`src/rtl/wb_port_arbiter_pkg.sv`:
```
// Shared widths and entry type for the register-file write-port arbiter.
// The MDU result buffer stores entries of this type.
package wb_port_arbiter_pkg;
  localparam int DATA_W = 32;
  localparam int ADDR_W = 5;
  localparam logic [ADDR_W-1:0] REG_ZERO = '0;

  typedef struct packed {
    logic [ADDR_W-1:0] addr;
    logic [DATA_W-1:0] data;
  } wb_entry_t;
endpackage

```
`src/rtl/wb_port_arbiter_if.sv`:
```
// Bus bundle around the write-port arbiter: MEM/WB inputs, MDU handshake,
// register-file write port, stall and ID-stage pending-write queries.
interface wb_port_arbiter_if import wb_port_arbiter_pkg::*; ();
  logic              wb_regwrite_i;
  logic              wb_memtoreg_i;
  logic [DATA_W-1:0] wb_alu_i;
  logic [DATA_W-1:0] wb_mem_i;
  logic [ADDR_W-1:0] wb_addr_i;
  logic              mdu_valid_i;
  logic              mdu_ready_o;
  logic [ADDR_W-1:0] mdu_addr_i;
  logic [DATA_W-1:0] mdu_data_i;
  logic              rf_we_o;
  logic [ADDR_W-1:0] rf_addr_o;
  logic [DATA_W-1:0] rf_data_o;
  logic              stall_o;
  logic [ADDR_W-1:0] q_rs_i;
  logic [ADDR_W-1:0] q_rt_i;
  logic [ADDR_W-1:0] q_rd_i;
  logic              pending_o;

  modport slave (
    input  wb_regwrite_i, wb_memtoreg_i, wb_alu_i, wb_mem_i, wb_addr_i,
    input  mdu_valid_i, mdu_addr_i, mdu_data_i, q_rs_i, q_rt_i, q_rd_i,
    output mdu_ready_o, rf_we_o, rf_addr_o, rf_data_o, stall_o, pending_o
  );

  modport master (
    output wb_regwrite_i, wb_memtoreg_i, wb_alu_i, wb_mem_i, wb_addr_i,
    output mdu_valid_i, mdu_addr_i, mdu_data_i, q_rs_i, q_rt_i, q_rd_i,
    input  mdu_ready_o, rf_we_o, rf_addr_o, rf_data_o, stall_o, pending_o
  );
endinterface

```
`src/rtl/wb_port_arbiter_result_fifo.sv`:
```
// Small sync FIFO for MDU results with per-entry valid bits and a combined
// match of three query addresses against the valid stored entries.
module wb_result_fifo import wb_port_arbiter_pkg::*; #(
  parameter int DEPTH = 2
) (
  input  logic                         clk_i,
  input  logic                         rst_i,
  input  logic                         push_i,
  input  wb_entry_t                    push_entry_i,
  input  logic                         pop_i,
  output wb_entry_t                    head_o,
  output logic                         empty_o,
  output logic                         full_o,
  output logic [$clog2(DEPTH):0]       count_o,
  input  logic [ADDR_W-1:0]            q_rs_i,
  input  logic [ADDR_W-1:0]            q_rt_i,
  input  logic [ADDR_W-1:0]            q_rd_i,
  output logic                         match_o
);
  localparam int PW    = $clog2(DEPTH);
  localparam int CNT_W = PW + 1;

  wb_entry_t        mem_q [DEPTH];
  wb_entry_t        mem_d [DEPTH];
  logic [DEPTH-1:0] vld_q, vld_d;
  logic [PW-1:0]    wr_ptr_q, wr_ptr_d, rd_ptr_q, rd_ptr_d;
  logic [CNT_W-1:0] count_q, count_d;

  always_comb begin
    mem_d    = mem_q;
    vld_d    = vld_q;
    wr_ptr_d = wr_ptr_q;
    rd_ptr_d = rd_ptr_q;
    count_d  = count_q + CNT_W'(push_i) - CNT_W'(pop_i);
    if (pop_i) begin
      vld_d[rd_ptr_q] = 1'b0;
      rd_ptr_d        = rd_ptr_q + PW'(1);
    end
    if (push_i) begin
      mem_d[wr_ptr_q] = push_entry_i;
      vld_d[wr_ptr_q] = 1'b1;
      wr_ptr_d        = wr_ptr_q + PW'(1);
    end
  end

  // Payload is not reset; only valid bits and pointers carry meaning after reset.
  always_ff @(posedge clk_i) begin
    mem_q <= mem_d;
  end

  always_ff @(posedge clk_i or negedge rst_i) begin
    if (!rst_i) begin
      vld_q    <= '0;
      wr_ptr_q <= '0;
      rd_ptr_q <= '0;
      count_q  <= '0;
    end else begin
      vld_q    <= vld_d;
      wr_ptr_q <= wr_ptr_d;
      rd_ptr_q <= rd_ptr_d;
      count_q  <= count_d;
    end
  end

  always_comb begin
    match_o = 1'b0;
    for (int i = 0; i < DEPTH; i++) begin
      if (vld_q[i] &&
          ((q_rs_i != REG_ZERO && mem_q[i].addr == q_rs_i) ||
           (q_rt_i != REG_ZERO && mem_q[i].addr == q_rt_i) ||
           (q_rd_i != REG_ZERO && mem_q[i].addr == q_rd_i)))
        match_o = 1'b1;
    end
  end

  assign head_o  = mem_q[rd_ptr_q];
  assign count_o = count_q;
  assign empty_o = (count_q == '0);
  assign full_o  = (count_q == CNT_W'(DEPTH));
endmodule

```
`src/rtl/wb_port_arbiter.sv`:
```
// Register-file write-port arbiter: MEM/WB has priority, MDU results are
// buffered and drained on free slots, with a forced one-cycle stall on starvation.
module wb_port_arbiter import wb_port_arbiter_pkg::*; #(
  parameter int FIFO_DEPTH = 2,
  parameter int STARVE_MAX = 4
) (
  input  logic              clk_i,
  input  logic              rst_i,
  wb_port_arbiter_if.slave  bus
);
  localparam int CNT_W = $clog2(FIFO_DEPTH) + 1;
  localparam int SW    = $clog2(STARVE_MAX + 1);

  wb_entry_t         head, push_entry;
  logic              fifo_empty, fifo_full, fifo_match;
  logic [CNT_W-1:0]  fifo_count, occ_d;
  logic              pipe_req, push, pop, we;
  logic [ADDR_W-1:0] wr_addr;
  logic [DATA_W-1:0] wr_data, pipe_data;
  logic [SW-1:0]     starve_q, starve_d;
  logic              stall_q, stall_d;
  logic              ready;

  assign ready      = !fifo_full;
  assign push_entry = '{addr: bus.mdu_addr_i, data: bus.mdu_data_i};

  always_comb begin
    pipe_req  = bus.wb_regwrite_i && (bus.wb_addr_i != REG_ZERO);
    pipe_data = bus.wb_memtoreg_i ? bus.wb_mem_i : bus.wb_alu_i;
    we        = 1'b0;
    pop       = 1'b0;
    wr_addr   = REG_ZERO;
    wr_data   = '0;
    starve_d  = starve_q;
    // During a forced stall the frozen pipeline replays, so the buffer owns the port.
    if (stall_q && !fifo_empty) begin
      we       = 1'b1;
      pop      = 1'b1;
      wr_addr  = head.addr;
      wr_data  = head.data;
      starve_d = '0;
    end else if (pipe_req) begin
      we      = 1'b1;
      wr_addr = bus.wb_addr_i;
      wr_data = pipe_data;
      if (!fifo_empty && starve_q != SW'(STARVE_MAX))
        starve_d = starve_q + SW'(1);
    end else if (!fifo_empty) begin
      we       = 1'b1;
      pop      = 1'b1;
      wr_addr  = head.addr;
      wr_data  = head.data;
      starve_d = '0;
    end
    // Writes to r0 are consumed by the handshake but never stored.
    push    = bus.mdu_valid_i && ready && (bus.mdu_addr_i != REG_ZERO);
    occ_d   = fifo_count + CNT_W'(push) - CNT_W'(pop);
    stall_d = (starve_d == SW'(STARVE_MAX)) && (occ_d != '0);
  end

  always_ff @(posedge clk_i or negedge rst_i) begin
    if (!rst_i) begin
      starve_q <= '0;
      stall_q  <= 1'b0;
    end else begin
      starve_q <= starve_d;
      stall_q  <= stall_d;
    end
  end

  wb_result_fifo #(.DEPTH(FIFO_DEPTH)) u_fifo (
    .clk_i        (clk_i),
    .rst_i        (rst_i),
    .push_i       (push),
    .push_entry_i (push_entry),
    .pop_i        (pop),
    .head_o       (head),
    .empty_o      (fifo_empty),
    .full_o       (fifo_full),
    .count_o      (fifo_count),
    .q_rs_i       (bus.q_rs_i),
    .q_rt_i       (bus.q_rt_i),
    .q_rd_i       (bus.q_rd_i),
    .match_o      (fifo_match)
  );

  // Combinational outputs are gated so they drop as soon as reset asserts.
  assign bus.rf_we_o     = rst_i && we;
  assign bus.rf_addr_o   = wr_addr;
  assign bus.rf_data_o   = wr_data;
  assign bus.mdu_ready_o = rst_i && ready;
  assign bus.pending_o   = rst_i && fifo_match;
  assign bus.stall_o     = stall_q;
endmodule
```
`src/flat_wrapper.sv`:
```
// flat-port wrapper written by rule: the top's interface ports become plain ports
module wb_port_arbiter_flat import wb_port_arbiter_pkg::*;
#(
  parameter int FIFO_DEPTH = 2,
  parameter int STARVE_MAX = 4
)
  (clk_i, rst_i, bus_wb_regwrite_i, bus_wb_memtoreg_i, bus_wb_alu_i, bus_wb_mem_i, bus_wb_addr_i, bus_mdu_valid_i, bus_mdu_addr_i, bus_mdu_data_i, bus_q_rs_i, bus_q_rt_i, bus_q_rd_i, bus_mdu_ready_o, bus_rf_we_o, bus_rf_addr_o, bus_rf_data_o, bus_stall_o, bus_pending_o);
  wb_port_arbiter_if bus_i ();
  input  logic clk_i;
  input  logic rst_i;
  input wire logic [$bits(bus_i.wb_regwrite_i)-1:0] bus_wb_regwrite_i;
  input wire logic [$bits(bus_i.wb_memtoreg_i)-1:0] bus_wb_memtoreg_i;
  input wire logic [$bits(bus_i.wb_alu_i)-1:0] bus_wb_alu_i;
  input wire logic [$bits(bus_i.wb_mem_i)-1:0] bus_wb_mem_i;
  input wire logic [$bits(bus_i.wb_addr_i)-1:0] bus_wb_addr_i;
  input wire logic [$bits(bus_i.mdu_valid_i)-1:0] bus_mdu_valid_i;
  input wire logic [$bits(bus_i.mdu_addr_i)-1:0] bus_mdu_addr_i;
  input wire logic [$bits(bus_i.mdu_data_i)-1:0] bus_mdu_data_i;
  input wire logic [$bits(bus_i.q_rs_i)-1:0] bus_q_rs_i;
  input wire logic [$bits(bus_i.q_rt_i)-1:0] bus_q_rt_i;
  input wire logic [$bits(bus_i.q_rd_i)-1:0] bus_q_rd_i;
  output wire logic [$bits(bus_i.mdu_ready_o)-1:0] bus_mdu_ready_o;
  output wire logic [$bits(bus_i.rf_we_o)-1:0] bus_rf_we_o;
  output wire logic [$bits(bus_i.rf_addr_o)-1:0] bus_rf_addr_o;
  output wire logic [$bits(bus_i.rf_data_o)-1:0] bus_rf_data_o;
  output wire logic [$bits(bus_i.stall_o)-1:0] bus_stall_o;
  output wire logic [$bits(bus_i.pending_o)-1:0] bus_pending_o;
  assign bus_i.wb_regwrite_i = bus_wb_regwrite_i;
  assign bus_i.wb_memtoreg_i = bus_wb_memtoreg_i;
  assign bus_i.wb_alu_i = bus_wb_alu_i;
  assign bus_i.wb_mem_i = bus_wb_mem_i;
  assign bus_i.wb_addr_i = bus_wb_addr_i;
  assign bus_i.mdu_valid_i = bus_mdu_valid_i;
  assign bus_i.mdu_addr_i = bus_mdu_addr_i;
  assign bus_i.mdu_data_i = bus_mdu_data_i;
  assign bus_i.q_rs_i = bus_q_rs_i;
  assign bus_i.q_rt_i = bus_q_rt_i;
  assign bus_i.q_rd_i = bus_q_rd_i;
  assign bus_mdu_ready_o = bus_i.mdu_ready_o;
  assign bus_rf_we_o = bus_i.rf_we_o;
  assign bus_rf_addr_o = bus_i.rf_addr_o;
  assign bus_rf_data_o = bus_i.rf_data_o;
  assign bus_stall_o = bus_i.stall_o;
  assign bus_pending_o = bus_i.pending_o;
  wb_port_arbiter #(.FIFO_DEPTH(FIFO_DEPTH), .STARVE_MAX(STARVE_MAX)) u_core (.clk_i(clk_i), .rst_i(rst_i), .bus(bus_i));
endmodule
```
`config.mk`:
```
export PLATFORM = sky130hd
export DESIGN_NAME = wb_port_arbiter_flat
export DESIGN_NICKNAME = d
export VERILOG_FILES = /design/src/rtl/wb_port_arbiter_pkg.sv /design/src/rtl/wb_port_arbiter_if.sv /design/src/rtl/wb_port_arbiter_result_fifo.sv /design/src/rtl/wb_port_arbiter.sv /design/src/flat_wrapper.sv
export SDC_FILE = /design/constraint.sdc
export NUM_CORES = 1
export LEC_CHECK = 0
export ABC_AREA = 1
export BUFFER_PORTS_ARGS = -buffer_cell sky130_fd_sc_hd__buf_2
export CAP_MARGIN = 15
export CORE_AREA = 2 2 97 99
export DETAILED_ROUTE_END_ITERATION = 8
export DIE_AREA = 0 0 99 101
export HOLD_SLACK_MARGIN = 0.03
export MAX_ROUTING_LAYER = met4
export PLACE_DENSITY = 0.75
export SETUP_SLACK_MARGIN = 0.15
export SLEW_MARGIN = 30
export SYNTH_ARGS = -nofsm -noshare
export SYNTH_HDL_FRONTEND = slang
export SYNTH_SLANG_ARGS = --single-unit
```
`constraint.sdc`:
```
create_clock -name clk_i -period 3.3 [get_ports clk_i]
set_input_delay 0.165 -clock clk_i [delete_from_list [all_inputs] [get_ports clk_i]]
set_output_delay 0.165 -clock clk_i [all_outputs]
set_load 0.02 [all_outputs]
```
==> summary.md <==
| Metric | Value |
|---|---|
| Combinational fraction of design power | `44.2%` |
| I/O pins | `167` |
| Worst min path class | `in2async` |
| Hold WS | `0.208 ns` |
| Post-synth EDFFs | `74` |
| IO Port Bufs | `166` |
| Largest net degree at the start of global routing | `38` |
| Setup Buffers After CTS | `0` |
| Dpl cell area | `5260 µm²` |
| Post-DP HPWL | `8320 µm` |
| Clock sink count | `84` |
| Overall global routing resource usage | `24.1%` |
| Worst Setup End Kind | `output port` |
| Area of the die | `between 9000 and 10000 µm²` |
| Worst IR Drop VDD | `355 µV` |
| Unrepaired setup endpoints after global routing | `no` |
| Layout area overhead | `34.9%` |
| Clock-pin slew on the worst setup and hold paths | `roughly 0.090 ns` |
| Most frequent cell after synthesis | `nand2_1` |
| Overall power | `4020 µW` |
| Synth area leader | `edfxtp_1` |
| Synthesized netlist cell count | `441` |
| Status | `complete, no violations` |
| Synth top cells by count | `113 x nand2_1, 93 x nor2_1, 74 x edfxtp_1, 28 x inv_1, 23 x o311ai_1` |
| Worst Path Max Fanout | `24` |
| CTS max path bufs | `2` |
| Period minus WS final | `2.56 ns` |
| Worst Skew | `0.0121 ns` |
| Starting density of the core | `48.1%` |
| Cts repair resizes | `0` |
| Row cnt | `35` |
| Synthesized flop and latch total | `84` |
| Worst path required time | `~3.1 ns` |
| Die Wd | `99 µm` |
| Max cap viols | `0` |
| CTS tree | `yes` |
| Leakage | `0.00260 µW` |
| Core area | `8980 µm²` |
| Ys async rst share | `11.9%` |
| Vias | `3960` |
| DR vias/cell | `5.19` |
| P_int | `2350 µW` |
| Critical path arrival | `~2.4 ns` |
| Drt wl/cell | `around 15 µm` |
| Setup tns final | `0 ns` |
| Synth top area share | `51.5%` |
| DRT iter0 DRCs | `approximately 180` |
| Vias in the first global route | `3910` |
| Yosys warnings | `0` |
| Post-route cell area | `5820 µm²` |
| CTS root buffer | `clkbuf_8` |
| Mapped Area | `4320 µm²` |
| Final max-slew violation count | `0` |
| Relative slew slack | `50.7%` |
| Average size of a mapped cell | `about 9.8 µm²` |
| Synth Net Count | `~570` |
| RePlAce Congestion | `between 0.8 and 0.9` |
| Seq/Total Area, Yosys | `57.3%` |
| Sw power | `1670 µW` |
| Nets | `about 780` |
| Initial antenna violation count | `1` |
| Clk pwr share | `16.1%` |
| Seq pwr share | `39.7%` |
| H-tree depth | `3` |
| R2r worst-path depth | `9` |
| Peak Freq | `0.390 GHz` |
| Die Y-Extent | `between 100 and 150 µm` |
| CP Class | `reg2out` |
| Endpoints failing setup | `0` |
| CTS Buf Count | `9` |
| Worst-Skew Late Latency | `0.34 ns` |
| Final Cycle Share | `77.7%` |
| PwrDens | `691 nW/µm²` |
| Worst slew pin tran | `0.736 ns` |
| Final Routed Wirelength | `11700 µm` |
| Routed Antenna Nets | `0` |
| # fillers | `726` |
| Switching part of the total power | `41.5%` |
| Yosys cell types | `28` |
| First-pass GRT wire length | `18300 µm` |
| Total gr overflow | `0` |
| Drc violations | `0` |
| Synth Flop Type | `edfxtp_1` |
| Critical path startpoint category | `flop` |
| Synth area leaders | `edfxtp_1 51%, nand2_1 9.8%, nor2_1 8.1%, dfrtp_1 5.8%, o311ai_1 4.7%` |
| TritonRoute pass-1 iters | `4` |
| Final Hold Viols | `0` |
| Layout cells sized above 1 | `31.2%` |
## timing repair
item	4_1_cts	5_1_grt
setup endpoints to repair	0	0
endpoints found under the hold margin	80	4
hold buffers	36	2
## path summary, 6_finish.rpt
check	start	to	slack, ns
setup / recovery	u_core.u_fifo.count_o[0]	bus_rf_data_o[31]	0.74
hold / removal	rst_i	u_core.starve_q[1]	0.21
setup reg to reg	u_core.u_fifo.count_o[1]	u_core.bus.stall_o	1.07
hold reg to reg	u_core.u_fifo.vld_q[0]	u_core.u_fifo.vld_q[0]	0.49
max in group asynchronous	rst_i	u_core.u_fifo.count_o[0]	2.88
min in group clk_i	bus_wb_regwrite_i	u_core.starve_q[2]	0.21
## registers in the layout (all words and copies together) (netlist names)
| name | flops |
|---|---|
| u_core.bus.stall_o | 1 |
| u_core.starve_q | 3 |
| u_core.u_fifo.count_o | 2 |
| u_core.u_fifo.mem_q | 74 |
| u_core.u_fifo.rd_ptr_q | 1 |
| u_core.u_fifo.vld_q | 2 |
| u_core.u_fifo.wr_ptr_q | 1 |
## logic make-up after synthesis
| family | Yosys count | share of synthesized area (%) |
|---|---|---|
| DFF | 84 | 57.3 |
| xor gates and xnor gates | 29 | 5.89 |
| and+or+nand+nor | 236 | 23.1 |
| adders and majority gates | 4 | 1.16 |
| AOI/OAI and AO/OA | 41 | 7.60 |
| buffers and inverters | 47 | 5.02 |
## worst max-delay path: stages (launching register included)
cell      delay, ns
dfrtp_1        0.40
inv_2          0.07
nand2_4        0.11
nand2_4        0.07
nand3_4        0.10
nand2_4        0.09
nor2_4         0.33
buf_4          0.37
nand2_1        0.08
o311ai_0       0.17
buf_2          0.28
## placed cells by master (no fill, tap or decap)
cell type / count
inv_6: 1
clkbuf_8: 9
nand2_2: 2
xnor2_1: 9
buf_12: 1
nand3_2: 2
xor2_1: 20
ha_1: 4
nor3_1: 1
nor2_4: 3
nand3_4: 1
nand2_4: 3
clkbuf_1: 1
nand3b_1: 2
nor2_1: 91
nor2_8: 1
o211ai_1: 1
nand2_1: 113
edfxtp_1: 74
o311ai_0: 9
buf_2: 166
inv_1: 28
clkinvlp_4: 3
nand3_1: 16
diode_2: 1
a21oi_1: 4
or2_2: 1
inv_2: 2
clkinv_2: 1
inv_8: 1
dfrtp_1: 10
dlygate4sd3_1: 38
buf_4: 6
o21ai_0: 4
o311ai_1: 23
## metal layers
metal,wire [µm],global-route usage [%]
met1,4770,29.4
met3,821,2.91
met2,6010,41.5
met5,0,-
met4,116,8.54
## final cells by class
cell class / count / area, µm² / share of cell area (%)
clock buffer: 10 / 128 / 2.19
multi-input combinational: 310 / 1640 / 28.2
clock inverter: 6 / 47.5 / 0.817
sequential: 84 / 2470 / 42.5
inverter: 30 / 113 / 1.94
timing repair buffer: 211 / 1280 / 21.9
tap: 111 / 139 / 2.39
antenna: 1 / 2.50 / 0.0430
## power groups by stage
stage / clock (µW) / sequential (µW) / combinational [µW]
6_report: 647 / 1590 / 1780
5_1_grt: 708 / 1620 / 1950
4_1_cts: 657 / 1590 / 1780
3_5_place_dp: 0 / 1610 / 1740
3_3_place_gp: 0 / 1610 / 1710
2_1_floorplan: 0 / 1590 / 1200
## through the flow
step | util [%] | instances | setup slack, ns
2_1_floorplan | - | 441 | 0.610
3_3_place_gp | 58.6 | 708 | 1.20
3_5_place_dp | 58.6 | 708 | 1.09
4_1_cts | 64.6 | 760 | 0.738
5_1_grt | 64.8 | 763 | 0.577
6_report | 64.8 | 763 | 0.735
Note: power is estimated with default switching activity, not from simulation.
